`src/rtl/tile_shuffler.sv`:
```
// Pair-preserving tile layout generator: loads a base layout (each symbol twice),
// then shuffles it with level+1 passes of LFSR-driven swaps, one swap per cycle.
module tile_shuffler #(
    parameter  int NUM_TILES = 16,
    parameter  int ID_W      = 3,
    localparam int IDX_W     = $clog2(NUM_TILES)
) (
    input  logic                      clk,
    input  logic                      reset,
    input  logic                      start,
    input  logic [1:0]                level,
    input  logic [15:0]               seed,
    output logic [NUM_TILES*ID_W-1:0] tile_setup,
    output logic                      busy,
    output logic                      done,
    output logic                      valid
);

    typedef enum logic [1:0] {IDLE, LOAD, SWAP, DONE} state_t;

    localparam logic [15:0] LFSR_INIT = 16'hACE1;
    localparam logic [15:0] LFSR_MASK = 16'hB400;

    state_t          state;
    logic [ID_W-1:0] tiles [NUM_TILES];
    logic [15:0]     lfsr;
    logic [15:0]     seed_q;
    logic [1:0]      level_q;
    logic [1:0]      pass;
    logic [IDX_W-1:0] idx;
    logic [IDX_W-1:0] j;

    assign j = lfsr[IDX_W-1:0];

    always_comb begin
        tile_setup = '0;
        for (int i = 0; i < NUM_TILES; i++) begin
            tile_setup[i*ID_W +: ID_W] = tiles[i];
        end
    end

    always_ff @(posedge clk or posedge reset) begin
        if (reset) begin
            state   <= IDLE;
            lfsr    <= LFSR_INIT;
            seed_q  <= '0;
            level_q <= '0;
            pass    <= '0;
            idx     <= '0;
            busy    <= 1'b0;
            done    <= 1'b0;
            valid   <= 1'b0;
            for (int i = 0; i < NUM_TILES; i++) begin
                tiles[i] <= '0;
            end
        end else begin
            case (state)
                IDLE: begin
                    if (start) begin
                        level_q <= level;
                        seed_q  <= seed;
                        valid   <= 1'b0;
                        busy    <= 1'b1;
                        state   <= LOAD;
                    end
                end
                LOAD: begin
                    for (int i = 0; i < NUM_TILES; i++) begin
                        tiles[i] <= ID_W'(i % (NUM_TILES / 2));
                    end
                    lfsr  <= (seed_q == 16'h0000) ? LFSR_INIT : seed_q;
                    idx   <= IDX_W'(NUM_TILES - 1);
                    pass  <= '0;
                    state <= SWAP;
                end
                SWAP: begin
                    // j==idx writes the same value twice, which is the required no-op
                    tiles[idx] <= tiles[j];
                    tiles[j]   <= tiles[idx];
                    lfsr <= (lfsr >> 1) ^ (lfsr[0] ? LFSR_MASK : 16'h0000);
                    if (idx != '0) begin
                        idx <= idx - IDX_W'(1);
                    end else if (pass != level_q) begin
                        idx  <= IDX_W'(NUM_TILES - 1);
                        pass <= pass + 2'd1;
                    end else begin
                        done  <= 1'b1;
                        valid <= 1'b1;
                        state <= DONE;
                    end
                end
                DONE: begin
                    done  <= 1'b0;
                    busy  <= 1'b0;
                    state <= IDLE;
                end
                default: state <= IDLE;
            endcase
        end
    end

endmodule

```
`config.mk`:
```
export PLATFORM = sky130hd
export DESIGN_NAME = tile_shuffler
export DESIGN_NICKNAME = d
export VERILOG_FILES = /design/src/rtl/tile_shuffler.sv
export SDC_FILE = /design/constraint.sdc
export NUM_CORES = 1
export LEC_CHECK = 0
export ABC_CLOCK_PERIOD_IN_PS = 3650
export CELL_PAD_IN_SITES_DETAIL_PLACEMENT = 0
export CELL_PAD_IN_SITES_GLOBAL_PLACEMENT = 1
export CORE_MARGIN = 2
export CORE_UTILIZATION = 50
export CTS_CLUSTER_DIAMETER = 80
export DETAILED_ROUTE_END_ITERATION = 8
export DONT_BUFFER_PORTS = 1
export GPL_TIMING_DRIVEN = 0
export HOLD_SLACK_MARGIN = 0.03
export PLACE_DENSITY = 0.82
export SYNTH_ARGS = -nofsm -noshare
export SYNTH_HDL_FRONTEND = slang
export SYNTH_SLANG_ARGS = --single-unit
```
`constraint.sdc`:
```
create_clock -name clk -period 3.65 [get_ports clk]
set_input_delay 0.9125 -clock clk [delete_from_list [all_inputs] [get_ports clk]]
set_output_delay 0.9125 -clock clk [all_outputs]
set_load 0.1 [all_outputs]
```
==> impl_metrics.toml <==
[layout]
drive_above_1_share_pct = 20.21
fin_nets = 588
fin_area_sq_um = 6302
area_growth_pct = 8.837
n_antenna_cell = 0

[placement]
placed_cell_area_sq_um = 6000
portBuffers = 0
dp_hpwl_um = 13070
place.gp.congestion = 0.9554

[yosys]
async_flop_share_pct = 100.0
ys_seq_area_share_pct = 40.36
yosys.area.top_type = "dfrtp_1"
yosysMostFrequentCell = "dfrtp_1"
syn-cell-area_sq_um = 5791
syn_inst = 547
syn_avg_cell_area_sq_um = 10.59
synth_cell_types = 68
ys_warn_count = 0
synth_edf_count = 0
ys_top_cells_by_count = "dfrtp_1 (85), nand2_1 (54), nor2_1 (44), inv_1 (28), a21oi_1 (22)"
synth_area_leaders = "dfrtp_1 (37%), mux4_2 (5.1%), mux2_2 (3.9%)"
yosys_register_bits = 93
synth_flop_cell = "dfrtp_1"
yosysTopAreaCellShare_pct = 36.73
synth_nets = 576

[sta]
relSlewSlack_pct = 29.10
setup_tns_ps = 0
fmax_mhz = 354.3
clock_skew_ps = 4.959
min_period_over_period_pct = 77.32
worstMarginPinSlew_ps = 1063
report.final.slew_viol_count = 0
hold_viol_final = 0
finalSetupViolCount = 0
period_needed_ps = 2822
rsz0062_at_grt = "false"

[worst_setup_path]
crit_path_end_kind = "flop"
rr_startpoint = "tile_setup[2]$_DFFE_PP0P_"
critPathKind = "reg -> reg"
worst-path-max-fanout = 7
worstPathArrival_ps = 3090
startpoint_type = "flop"
required_ps = 3920
startpoint = "tile_setup[2]$_DFFE_PP0P_"

[route]
dr_total_vias = 4794
drtIter0Drc = 558
post_drt_wl_per_cell_um = 25.85
drt-total-wl_um = 18280
drc = 0
ant_nets = 0
first_pass_iters = 6
viasPerCell = 6.781

[floorplanning]
core_area_sq_um = 11370
fp-row-count = 39
die_w_um = 111.6
start_util_pct = 50.93
io_pins = 72
fp.dieH_um = 111.6
die_area_sq_um = 12460

[power_and_ir_drop]
clkPwrFrac_pct = 13.9
cellInternalPower_uw = 3181
power_frac_seq_pct = 36.6
power.switching_uw = 3695
powerDensity_nw_per_um2 = 1091
p_sw_share_pct = 53.74
p_leak_uw = 0.002535
ir_worst_vdd_uv = 526.3
combPwrFrac_pct = 49.5

[clock_network]
cts.path.max_buffers = 2
cts_resized = 0
clock_sinks = 93
cts_made_buffers = 9
insertion_delay_ps = 350
cts_tree = "yes"
path_clk_slew_ps = 60
cts_hold_buf = 0
cts-htree-levels = 3
clockRootBuffer = "clkbuf_16"
postCtsSetupBuffers = 0

[grt]
grt_first_pass_wirelength_um = 28200
grt_use_total_pct = 29.97
antenna_found_initial = 0
grt_max_degree = 61
grt_pass1_vias = 4660
grt-ovfl-total = 0

[status]
status = "completed"

[min_path]
hold_class = "in -> async"

[run]
cap_violations = 0
sequential cells by signal, indices dropped and copies added, names as in the netlist:
signal	cells
lfsr	16
pass	2
tile_setup	48
busy	1
state	2
level_q	2
done	1
idx	4
valid	1
seed_q	16
path summary, 6_finish.rpt:
| check | endpoint | slack (ps) | cells after the start |
|---|---|---|---|
| setup / recovery | tile_setup[20]$_DFFE_PP0P_ | 830 | 5 |
| hold / removal | tile_setup[20]$_DFFE_PP0P_ | 440 | 1 |
| setup reg to reg | tile_setup[20]$_DFFE_PP0P_ | 830 | 5 |
| hold reg to reg | lfsr[5]$_DFFE_PP1P_ | 470 | 2 |
| max in group asynchronous | lfsr[11]$_DFFE_PP1P_ | 2510 | 2 |
| min in group clk | lfsr[5]$_DFFE_PP1P_ | 470 | 2 |
worst max-delay path, cell delays in order, from the launching register on:
cell     delay, ps
dfrtp_1       1000
mux2i_1        250
mux4_2         540
mux2i_2        610
o22ai_1        150
a21oi_1        190
power by group through the flow:
stage	registers (uW)	clock network, uW	logic, uW
3_3_place_gp	2520	0	3290
2_1_floorplan	2400	0	2430
3_5_place_dp	2530	0	3320
6_report	2520	953	3410
5_1_grt	2550	1010	3590
4_1_cts	2510	969	3330
placed cells by master, fill, tap and decap left out, types with 3 or more instances in the layout:
master and n:
dfrtp_1 85, nand2_1 54, nor2_1 44, inv_1 27, a21oi_1 22, nand3_1 21
mux2_2 20, o21ai_0 19, o221ai_1 19, mux2i_1 18, clkbuf_1 13, mux4_2 13
a221oi_1 12, a31oi_1 10, nand3b_1 10, nor2b_1 9, o221ai_2 9, clkbuf_16 9
ha_1 8, dfstp_2 8, clkbuf_8 7, nor3_1 7, mux4_1 7, buf_6 6
nand2b_1 6, o22ai_1 6, and3_1 5, a221oi_2 5, buf_1 5, nor4_1 5
a22o_1 5, buf_2 4, buf_4 4, xor2_1 4, xnor2_1 3
layer usage:
metal	GRT usage, %	routed length (um)	up-vias
met4	13.50	663	0
met3	6.315	1790	55
met5	0	0	-
met1	39.57	7139	2372
met2	47.93	8683	281
li1	-	-	2086
through the flow:
stage	worst slack [ps]	instances	power [uW]	hold WS, ps	util (%)
after global placement	-655.5	690	5807	459.5	52.50
after detailed placement	882.4	691	5846	460.5	52.77
final	827.9	707	6876	445.0	55.43
after global routing	740.6	707	7154	472.1	55.43
after floorplan	330.4	547	4828	448.1	-
after CTS	857.5	707	6813	456.1	55.43
layout make-up:
class	count	area, sq um
Clock buffer	11	242.7
Clock inverter	5	60.06
Sequential cell	93	2337
Tap cell	143	178.9
Inverter	29	111.4
Timing Repair Buffer	1	27.53
Multi-Input combinational cell	385	3030
Fill cell	1000	5067
Buffer	40	314.1
kinds of logic (layout without fill, tap and decap cells):
family	after synthesis	in the layout	share of synthesized area [%]
AND/OR/NAND/NOR	178	178	15.21
AO/OA/AOI/OAI	132	132	18.60
flip-flops	93	93	40.36
buffers and inverters	69	86	7.303
multiplexers	60	60	15.73
adder cells (fa/ha/maj)	8	8	1.729
XOR/XNOR	7	7	1.059
(Power assumes the default switching activity.)
